==> src/rtl/counter_mode_ctrl_pkg.sv <==
// Shared mode encodings and LED constants for the counter mode controller.
// The mode values double as the counter's 2-bit mode select.
package counter_mode_ctrl_pkg;

    localparam logic [1:0] MODE_UP   = 2'd0;
    localparam logic [1:0] MODE_DN   = 2'd1;
    localparam logic [1:0] MODE_HOLD = 2'd2;
    localparam logic [1:0] MODE_CLR  = 2'd3;

    typedef enum logic [1:0] {
        ST_UP   = MODE_UP,
        ST_DN   = MODE_DN,
        ST_HOLD = MODE_HOLD,
        ST_CLR  = MODE_CLR
    } mode_e;

    localparam logic [3:0] LED_UP   = 4'b0001;
    localparam logic [3:0] LED_DN   = 4'b0010;
    localparam logic [3:0] LED_HOLD = 4'b0100;
    localparam logic [3:0] LED_CLR  = 4'b1000;

    // Button bit positions line up with LED bits so one index serves both.
    localparam int BTN_UP_IDX   = 0;
    localparam int BTN_DN_IDX   = 1;
    localparam int BTN_HOLD_IDX = 2;
    localparam int BTN_CLR_IDX  = 3;

    function automatic logic [3:0] mode_led(input mode_e m);
        logic [3:0] v;
        case (m)
            ST_UP:   v = LED_UP;
            ST_DN:   v = LED_DN;
            ST_HOLD: v = LED_HOLD;
            default: v = LED_CLR;
        endcase
        return v;
    endfunction

endpackage

==> src/rtl/counter_mode_ctrl_btn_debounce.sv <==
// One push-button front end: 2-FF synchroniser, run-length debounce and
// rising-edge press detector. Releases are debounced but never reported.
module btn_debounce
    import counter_mode_ctrl_pkg::*;
#(
    parameter int DB_W   = 16,
    parameter int DB_LIM = 50000
) (
    input  logic CLK,
    input  logic RST,
    input  logic i_btn,
    output logic o_deb,
    output logic o_press
);

    localparam logic [DB_W-1:0] CNT_MAX = DB_W'(DB_LIM - 1);

    logic            r_sy1;
    logic            r_sy2;
    logic            r_deb;
    logic            r_deb_d;
    logic [DB_W-1:0] r_cnt;

    always_ff @(posedge CLK or posedge RST) begin
        if (RST) begin
            r_sy1   <= 1'b0;
            r_sy2   <= 1'b0;
            r_deb   <= 1'b0;
            r_deb_d <= 1'b0;
            r_cnt   <= '0;
        end else begin
            r_sy1   <= i_btn;
            r_sy2   <= r_sy1;
            r_deb_d <= r_deb;
            // Any sample agreeing with the accepted level restarts the run.
            if (r_sy2 == r_deb) begin
                r_cnt <= '0;
            end else if (r_cnt == CNT_MAX) begin
                r_deb <= r_sy2;
                r_cnt <= '0;
            end else begin
                r_cnt <= r_cnt + 1'b1;
            end
        end
    end

    assign o_deb   = r_deb;
    assign o_press = r_deb & ~r_deb_d;

endmodule

==> src/rtl/counter_mode_ctrl.sv <==
// Mode state machine for the up/down/hold/clear counter, fed by four
// debounced push-buttons. s is the registered mode select for the counter.
module counter_mode_ctrl
    import counter_mode_ctrl_pkg::*;
#(
    parameter int DB_W   = 16,
    parameter int DB_LIM = 50000
) (
    input  logic       CLK,
    input  logic       RST,
    input  logic       BTN_UP,
    input  logic       BTN_DN,
    input  logic       BTN_HOLD,
    input  logic       BTN_CLR,
    output logic [1:0] s,
    output logic [3:0] led,
    output logic       mode_chg
);

    logic [3:0] w_btn;
    logic [3:0] w_deb;
    logic [3:0] w_press;
    logic       w_unused;
    mode_e      r_state;
    mode_e      w_nxt;

    assign w_btn = {BTN_CLR, BTN_HOLD, BTN_DN, BTN_UP};

    for (genvar gi = 0; gi < 4; gi++) begin : g_btn
        btn_debounce #(
            .DB_W   (DB_W),
            .DB_LIM (DB_LIM)
        ) u_db (
            .CLK     (CLK),
            .RST     (RST),
            .i_btn   (w_btn[gi]),
            .o_deb   (w_deb[gi]),
            .o_press (w_press[gi])
        );
    end

    // Debounced levels are not needed here; only the press strobes steer the FSM.
    assign w_unused = ^w_deb;

    // CLEAR is transient: it falls back to HOLD unless a press overrides it.
    always_comb begin
        w_nxt = r_state;
        if (r_state == ST_CLR) w_nxt = ST_HOLD;
        if (w_press[BTN_CLR_IDX])       w_nxt = ST_CLR;
        else if (w_press[BTN_HOLD_IDX]) w_nxt = ST_HOLD;
        else if (w_press[BTN_DN_IDX])   w_nxt = ST_DN;
        else if (w_press[BTN_UP_IDX])   w_nxt = ST_UP;
    end

    always_ff @(posedge CLK or posedge RST) begin
        if (RST) begin
            r_state  <= ST_HOLD;
            led      <= LED_HOLD;
            mode_chg <= 1'b0;
        end else begin
            r_state  <= w_nxt;
            led      <= mode_led(w_nxt);
            mode_chg <= (w_nxt != r_state);
        end
    end

    assign s = r_state;

endmodule

==> config.mk <==
export PLATFORM = sky130hd
export DESIGN_NAME = counter_mode_ctrl
export DESIGN_NICKNAME = d
export VERILOG_FILES = /design/src/rtl/counter_mode_ctrl_pkg.sv /design/src/rtl/counter_mode_ctrl_btn_debounce.sv /design/src/rtl/counter_mode_ctrl.sv
export SDC_FILE = /design/constraint.sdc
export NUM_CORES = 1
export LEC_CHECK = 0
export CAP_MARGIN = 0
export CORE_MARGIN = 3
export CORE_UTILIZATION = 45
export DETAILED_ROUTE_END_ITERATION = 6
export HOLD_SLACK_MARGIN = 0.03
export SLEW_MARGIN = 5
export SYNTH_ARGS = -nofsm -noshare
export SYNTH_HDL_FRONTEND = slang
export SYNTH_SLANG_ARGS = --single-unit
==> constraint.sdc <==
create_clock -name CLK -period 4.85 [get_ports CLK]
set_input_delay 0.485 -clock CLK [delete_from_list [all_inputs] [get_ports CLK]]
set_output_delay 0.485 -clock CLK [all_outputs]
set_load 0.02 [all_outputs]
==> results of run 1 <==
routing by layer:
layer  GRT usage  routed length (um)  vias to the layer above
met5           0                   0                        -
met4      0.0504                 104                        0
met3      0.0463                 186                        8
met2       0.222                2820                       21
met1       0.185                3130                     1216
li1            -                   -                     1294
synthesized netlist by cell type:
cell type	n	area, um^2
a211oi_1	1	7.51
a21o_1	1	7.51
a21oi_1	1	5.00
a22o_1	1	8.76
a311o_1	2	20.0
and2_1	1	6.26
buf_6	4	45.0
dfrtp_1	85	2130
dfstp_2	2	52.6
ha_1	4	50.1
inv_1	17	63.8
mux2_2	4	45.0
nand2_1	17	63.8
nand2b_1	4	25.0
nand3_1	20	100
nand3b_1	4	30.0
nand4_1	12	75.1
nor2_1	84	315
nor2b_1	5	31.3
nor3_1	12	60.1
nor4_1	23	144
nor4b_2	1	15.0
o21ai_0	1	5.00
o41ai_4	4	110
or3_4	1	11.3
xnor2_1	51	447
xor2_1	9	78.8
cells by family (layout without fill, tap and decap cells):
group,after synthesis,count (layout),share of synthesized area
buffers and inverters,21,46,0.0276
and+or+nand+nor,184,184,0.222
adders and majority gates,4,4,0.0127
DFF,87,87,0.552
xor gates and xnor gates,60,60,0.133
AOI/OAI and AO/OA,11,11,0.0415
muxes,4,4,0.0114
sequential cells by signal, summed over array words and instances, names as in the netlist:
signal	flops
g_btn.u_db.r_deb_d	4
s	2
g_btn.u_db.r_sy2	4
g_btn.u_db.o_deb	4
mode_chg	1
g_btn.u_db.r_cnt	64
led	4
g_btn.u_db.r_sy1	4
where the power goes:
group	internal, mW	leakage [nW]	switching [mW]
Clock	0.192	0.0870	0.270
Sequential	0.736	1.17	0.00900
Combinational	0.0151	0.520	0.0293
metrics by stage:
step / setup slack (ps) / cell area (um^2) / util
detailed placement: 2780 / 4170 / 0.497
finish: 2790 / 4340 / 0.518
global placement: 2800 / 4170 / 0.497
CTS: 2770 / 4340 / 0.518
global route: 2590 / 4340 / 0.518
floorplan: 2120 / 3950 / -
worst paths after layout:
check | from | endpoint | depth (start not counted)
setup reg to reg | g_btn[0].u_db.r_cnt[12] | g_btn[0].u_db.r_cnt[13] | 4
hold / removal | g_btn[1].u_db.r_sy1 | g_btn[1].u_db.r_sy2 | 0
setup / recovery | s[1] | s[1] | 1
max in group asynchronous | RST | mode_chg | 3
min in group asynchronous | RST | g_btn[1].u_db.r_cnt[2] | 2
hold reg to reg | g_btn[1].u_db.r_sy1 | g_btn[1].u_db.r_sy2 | 0
layout make-up:
| type | instances | area share |
|---|---|---|
| well taps | 105 | 0.0302 |
| flip-flops and latches | 87 | 0.502 |
| inverters | 17 | 0.0150 |
| clock inverters | 7 | 0.0127 |
| multi-input cells | 263 | 0.382 |
| repair buffers | 13 | 0.0294 |
| clock buffers | 9 | 0.0285 |
cells in the final DEF, fill, tap and decap left out, types with 12 or more instances in the layout:
master           count
nand3_1             20
xnor2_1             51
nor3_1              12
dfrtp_1             85
nand4_1             12
nand2_1             17
inv_1               16
clkdlybuf4s50_1     12
nor4_1              23
nor2_1              84
==> results.md, run 1 <==
* Distinct cells, synth at 27
* Dpl hpwl at 4200 um
* Crit-path max cell delay at 630 ps
* Seq cells post-synth at 87
* Yosys warns at 0
* Pins Over Slew Limit at 0
* Layout Skew at 12.1 ps
* Cts repair resizes at 0
* Syn Std Cell Area at 3950 um^2
* CTS sink cnt at 87
* Synth Instances at 371
* Setup-failing EPs final at 0
* Avg Cell Area, Syn at 10.6 um^2
* Layout cell share with drive strength beyond 1 at 0.0758
* Critical path required time at 4370 ps
* Initial Utilization at 0.471
* Clock Pin Slew Worst Setup and Hold Paths at 90 ps
* Internal reg-to-reg setup slack at 2810 ps
* Slew @ Worst Pin at 870 ps
* CP cell instances: clkdlybuf4s50_1
* H-tree Lvls at 3
* Total Neg Setup Slack at 0 ps
* ANT nets after route at 0
* Final Cycle Share at 0.425
* DRC Markers at 0
* Worst vdd ir at 0.166 mV
* Vias in the first global route at 2520
* Die Span Y at 99.7 um
* Ports at 13
* Gpl congestion at 0.792
* Net Count, Synth at 381
* Die area at 9940 um^2
* Pwr dens at 288 nW/um^2
* Fmax at 486 MHz
* Hold Buf Count CTS at 0
* P_leak at 1.78 nW
* Antenna cells at 0
* CP Buf/Inv Count at 1
* MaxCap Viol Count at 0
* NumNets Final at 401
* Area of the multi-input gates at 1660 um^2
* Die width at 99.7 um
* First-pass GRT wire length at 11400 um
* DR vias/cell at 5.07
* Outcome: finished clean
* Routed len/inst at 12.5 um
* Min-delay worst type: register to register
* FILL cells at 761
* Non-Filler Instances at 501
* RSZ-0062 raised after global routing: false
* CTS Root Cell: clkbuf_8
* Worst EP arrival at 1570 ps
* Cell family contributing the most delay on the critical path: buffers and inverters
* WS Path Type: register to primary output
* Inserted Clock Buffers at 9
* Final wirelength at 6250 um
* Total setup buffers inserted after CTS at 0
* Total GRT Usage at 0.142
* Crit-path slowest cell: clkdlybuf4s50_1
* Vias at 2539
* Fin. Hold Viols at 0
* Iteration-0 DRC Markers at 74
* Placed insts at 485
* Largest net degree at the start of global routing at 50
* Buffers on Ports at 12
* Relative slew slack at 0.418
* Total power at 1.25 mW
* Largest buffer count on any clock path at 2
* Rows at 33
* Share of the yosys chip area belonging to registers at 0.552
* CORE AREA at 8380 um^2
* Minimum clock period at 2060 ps
* Setup crit end kind: primary output
* Crit path launch type: register
* Peak fanout along the critical path at 6
* Clock latency on the worst-skew pair at 360 ps
* Worst hold-check slack at 355 ps
* Drt pass-1 iters at 4
* TritonCTS clock tree: done
* Sequential cell area at 2180 um^2
* Grt ovf at 0
* Initial antenna violation count at 0
* Syn-to-layout area delta at 9.98%
(Power assumes the default switching activity.)
==> run 2: changes to the inputs <==
==> constraint.sdc (replaced) <==
create_clock -name CLK -period 1.9 [get_ports CLK]
set_input_delay 0.19 -clock CLK [delete_from_list [all_inputs] [get_ports CLK]]
set_output_delay 0.19 -clock CLK [all_outputs]
set_load 0.02 [all_outputs]
==> run 2 against run 1 <==
  * Clock-buffer cell count increased by 1
  * Clock skew decreased by 6.0 ps
  * Utilization increased by 1.9 points
  * Power increased to 2.7 times the previous value
  * Combinational power increased to 3.1 times the previous value
  * First-iteration DRC count decreased by 8.1%
  * Critical path depth increased by 3
  * Global-route usage increased by 0.66 points
==> results.md, run 2 (synthesized netlist as in run 1, its figures left out) <==
* Dpl ws at 104 ps
* Clock latency on the worst-skew pair at 340 ps
* Fin. Hold Viols at 0
* Ports at 13
* Final wirelength at 6590 um
* Grt ovf at 0
* CORE AREA at 8380 um^2
* Die area at 9940 um^2
* TritonCTS clock tree: done
* Internal reg-to-reg setup slack at 140 ps
* Die width at 99.7 um
* Drt pass-1 iters at 4
* R2R depth at 4
* Worst vdd ir at 0.551 mV
* Total Neg Setup Slack at 0 ps
* RSZ-0062 raised after global routing: false
* Final Cycle Share at 0.925
* Crit-path slowest cell: dfrtp_1
* Largest net degree at the start of global routing at 31
* Layout cell share with drive strength beyond 1 at 0.108
* Syn-to-layout area delta at 14.0%
* Iteration-0 DRC Markers at 68
* ANT nets after route at 0
* Outcome: finished clean
* Routed len/inst at 12.8 um
* Inserted Clock Buffers at 9
* Total power at 3.38 mW
* Antenna cells at 0
* CTS Root Cell: clkbuf_8
* H-tree Lvls at 3
* Largest buffer count on any clock path at 2
* FF-to-FF Start: g_btn[3].u_db.r_cnt[12]
* Initial antenna violation count at 0
* Most frequent cells in the layout: dfrtp_1, nor2_1, xnor2_1, nor4_1, nand3_1
* DRC Markers at 0
* Critical path required time at 2130 ps
* Setup crit end kind: register
* Worst hold-check slack at 232 ps
* Area of the multi-input gates at 1680 um^2
* Peak fanout along the critical path at 4
* Buffers on Ports at 12
* Dpl hpwl at 4670 um
* P_leak at 1.86 nW
* First-pass GRT wire length at 12000 um
* Vias in the first global route at 2641
* Setup ws final at 142 ps
* Vias at 2614
* Reg-to-reg endpoint: g_btn[3].u_db.o_deb
* Layout Skew at 6.19 ps
* Total GRT Usage at 0.149
* Min-delay worst type: input pin to async pin
* CP cell instances: nor4_1, nand3b_1, nor4_2, mux2_2
* Commonest non-fill, non-tap cell in the layout: dfrtp_1
* Pwr dens at 750 nW/um^2
* Hold Buf Count CTS at 0
* NumNets Final at 415
* Top reg by flops: g_btn.u_db.r_cnt
* Die Span Y at 99.7 um
* Relative slew slack at 0.658
* Crit path launch type: register
* Clock Pin Slew Worst Setup and Hold Paths at 80 ps
* DR vias/cell at 5.10
* Total setup buffers inserted after CTS at 0
* Rows at 33
* Cts repair resizes at 0
* MaxCap Viol Count at 0
* Worst EP arrival at 1980 ps
* Placed insts at 499
* Initial Utilization at 0.471
* Crit-path max cell delay at 430 ps
* Pins Over Slew Limit at 0
* WS Path Type: register to register
* FILL cells at 767
* Slew @ Worst Pin at 513 ps
* Largest register FFs at 64
* Sequential cell area at 2180 um^2
* Setup-failing EPs final at 0
* Minimum clock period at 1760 ps
* Non-Filler Instances at 513
* CTS sink cnt at 87
* Fmax at 569 MHz
* Gpl congestion at 0.790
[run 2: changes by cell type in the layout (fill, tap and decap cells not counted), sizes merged]
cell | before | now
inv | 20 | 16
clkinv | 2 | 1
buf | 1 | 15
bufinv | 0 | 2
clkbuf | 9 | 10
[run 2: per-stage QoR]
step	area [um^2]	utilization
3_5_place_dp	4290	0.511
5_1_grt	4500	0.537
6_report	4500	0.537
4_1_cts	4490	0.535
3_3_place_gp	4290	0.511
2_1_floorplan	3950	-
[run 2: worst max-delay path by stage]
stage	from	end	slack, ps	depth (start not counted)
detailed placement	g_btn[2].u_db.r_cnt[0]	g_btn[2].u_db.o_deb	100	4
floorplan	g_btn[0].u_db.r_cnt[12]	g_btn[0].u_db.r_cnt[14]	270	5
CTS	g_btn[2].u_db.r_cnt[0]	g_btn[2].u_db.o_deb	60	4
global placement	g_btn[2].u_db.r_cnt[0]	g_btn[2].u_db.o_deb	100	4
finish	g_btn[3].u_db.r_cnt[12]	g_btn[3].u_db.o_deb	140	4
global route	g_btn[1].u_db.r_cnt[0]	g_btn[1].u_db.r_cnt[14]	0.1	6
[run 2: power by group]
part | internal, mW | switching [mW] | leakage [nW] | total, mW
registers | 1.88 | 0.0235 | 1.17 | 1.90
logic | 0.0573 | 0.0805 | 0.587 | 0.138
clock network | 0.725 | 0.611 | 0.0982 | 1.34
total | 2.66 | 0.715 | 1.86 | 3.38
[run 2: routing by layer]
| layer | global-route usage | routed length (um) |
|---|---|---|
| met1 | 0.198 | 3190 |
| met2 | 0.242 | 3140 |
| met3 | 0.0365 | 176 |
| met4 | 0.0410 | 78 |
| met5 | 0 | 0 |
[run 2: layout make-up]
cell class                 count  area share
tap                          105      0.0292
inverter                      17      0.0150
sequential                    87       0.484
timing repair buffer          27      0.0545
clock inverter                 4      0.0161
multi-input combinational    263       0.373
clock buffer                  10      0.0283
[run 2: worst max-delay path: cells and delay by family, from the launching register on]
family           cells  cell delay, ps
and+or+nand+nor      3             850
muxes                1             360
DFF                  1             430
==> run 3: changes to the inputs <==
--- a/config.mk
+++ b/config.mk
@@ -6,11 +6,15 @@
 export NUM_CORES = 1
 export LEC_CHECK = 0
 export CAP_MARGIN = 0
+export CELL_PAD_IN_SITES_DETAIL_PLACEMENT = 1
+export CELL_PAD_IN_SITES_GLOBAL_PLACEMENT = 2
 export CORE_MARGIN = 3
-export CORE_UTILIZATION = 45
+export CORE_UTILIZATION = 41
 export DETAILED_ROUTE_END_ITERATION = 6
 export HOLD_SLACK_MARGIN = 0.03
+export PLACE_DENSITY_LB_ADDON = 0.1
 export SLEW_MARGIN = 5
 export SYNTH_ARGS = -nofsm -noshare
 export SYNTH_HDL_FRONTEND = slang
 export SYNTH_SLANG_ARGS = --single-unit
+export TNS_END_PERCENT = 50
==> run 3 against run 2 <==
  * Sequential power about the same
  * Non-clock buffer count decreased by 5
  * Global-route usage increased by 0.64 points
  * Fmax decreased by 2.4%
  * Clock-buffer cell count increased by 2
  * Largest cell class unchanged
  * Largest power group unchanged
  * Highest routed layer unchanged
==> results.md, run 3 (synthesized netlist as in run 1, its figures left out) <==
* Outcome: finished clean
* Setup ws final at 99.3 ps
* Min-delay worst type: input pin to async pin
* ANT nets after route at 0
* Routed len/inst at 14.2 um
* Minimum clock period at 1800 ps
* Largest register FFs at 64
* Setup crit end kind: register
* Gpl congestion at 0.758
* CORE AREA at 9280 um^2
* Worst EP arrival at 2040 ps
* NumNets Final at 410
* Iteration-0 DRC Markers at 86
* First-pass GRT wire length at 13500 um
* Grt ovf at 0
* Dpl hpwl at 5220 um
* Final Cycle Share at 0.948
* H-tree Lvls at 3
* Layout Skew at 12.0 ps
* P_leak at 1.84 nW
* Worst vdd ir at 0.473 mV
* Total setup buffers inserted after CTS at 0
* Clock latency on the worst-skew pair at 360 ps
* Slew @ Worst Pin at 438 ps
* Die Span Y at 104 um
* CP cell instances: ha_1, nand3_1, nor4_2, mux2_2
* CTS sink cnt at 87
* Layout cell share with drive strength beyond 1 at 0.0988
* Crit-path slowest cell: dfrtp_1
* Die area at 10800 um^2
* Buffers on Ports at 12
* Hold Buf Count CTS at 0
* Vias at 2650
* Setup-failing EPs final at 0
* Crit path launch type: register
* Rows at 35
* Crit-path max cell delay at 400 ps
* WS Path Type: register to register
* Pwr dens at 748 nW/um^2
* DR vias/cell at 4.96
* CP Buf/Inv Count at 0
* TritonCTS clock tree: done
* Pins Over Slew Limit at 0
* Vias in the first global route at 2814
* Antenna cells at 0
* Internal reg-to-reg setup slack at 100 ps
* Commonest non-fill, non-tap cell in the layout: dfrtp_1
* Peak fanout along the critical path at 8
* Largest net degree at the start of global routing at 45
* Initial Utilization at 0.425
* Cell family contributing the most delay on the critical path: simple AND/OR/NAND/NOR gates
* Fmax at 555 MHz
* Syn-to-layout area delta at 14.3%
* Most frequent cells in the layout: dfrtp_1, nor2_1, xnor2_1, nor4_1, nand3_1
* Critical path required time at 2140 ps
* Total GRT Usage at 0.155
* MaxCap Viol Count at 0
* Drt pass-1 iters at 4
* Initial antenna violation count at 0
* Largest buffer count on any clock path at 2
* Inserted Clock Buffers at 9
* Top reg by flops: g_btn.u_db.r_cnt
* Die width at 104 um
* Ports at 13
* Relative slew slack at 0.707
* Clock Pin Slew Worst Setup and Hold Paths at 90 ps
* Fin. Hold Viols at 0
* Dpl ws at 113 ps
* CTS Root Cell: clkbuf_8
* Total power at 3.38 mW
* DRC Markers at 0
* Final wirelength at 7590 um
[run 3: metrics by stage]
stage	utilization	hold WS (ps)	instances	TNS [ps]	cell area, um^2
3_5_place_dp	0.462	336	518	0	4290
6_report	0.486	126	534	0	4510
5_1_grt	0.486	111	534	-78.3	4510
2_1_floorplan	-	221	371	0	3950
4_1_cts	0.485	109	534	0	4500
3_3_place_gp	0.462	333	518	0	4290
[run 3: metal layers]
layer | vias to the layer above | share of wire | wire [um] | GRT usage
met4 | 0 | 0.013 | 98 | 0.0541
met5 | - | 0 | 0 | 0
li1 | 1311 | - | - | -
met1 | 1316 | 0.50 | 3770 | 0.211
met2 | 15 | 0.47 | 3540 | 0.240
met3 | 8 | 0.023 | 175 | 0.0403
[run 3: what timing repair did]
action,in CTS,in global routing
gates resized for setup,0,3
endpoints found under the hold margin,0,0
setup endpoints to repair,0,4
[run 3: layout make-up]
type | count | area (um^2)
clock buffer | 12 | 155
fill | 1047 | 4770
multi-input combinational | 263 | 1670
inverter | 17 | 67.6
sequential | 87 | 2180
clock inverter | 4 | 53.8
timing repair buffer | 22 | 224
tap | 129 | 161
[run 3: where the power goes]
| part | switching [mW] | internal, mW |
|---|---|---|
| clock | 0.651 | 0.683 |
| sequential | 0.0239 | 1.88 |
| combinational | 0.0834 | 0.0560 |
[run 3: worst paths after layout]
kind,startpoint,cells past startpoint,endpoint
setup / recovery,g_btn[3].u_db.r_cnt[0],4,g_btn[3].u_db.o_deb
hold / removal,RST,2,g_btn[0].u_db.r_cnt[14]
setup reg to reg,g_btn[3].u_db.r_cnt[0],4,g_btn[3].u_db.o_deb
hold reg to reg,g_btn[1].u_db.r_sy1,0,g_btn[1].u_db.r_sy2
max in group asynchronous,RST,3,s[1]
min in group CLK,BTN_UP,1,g_btn[0].u_db.r_sy1
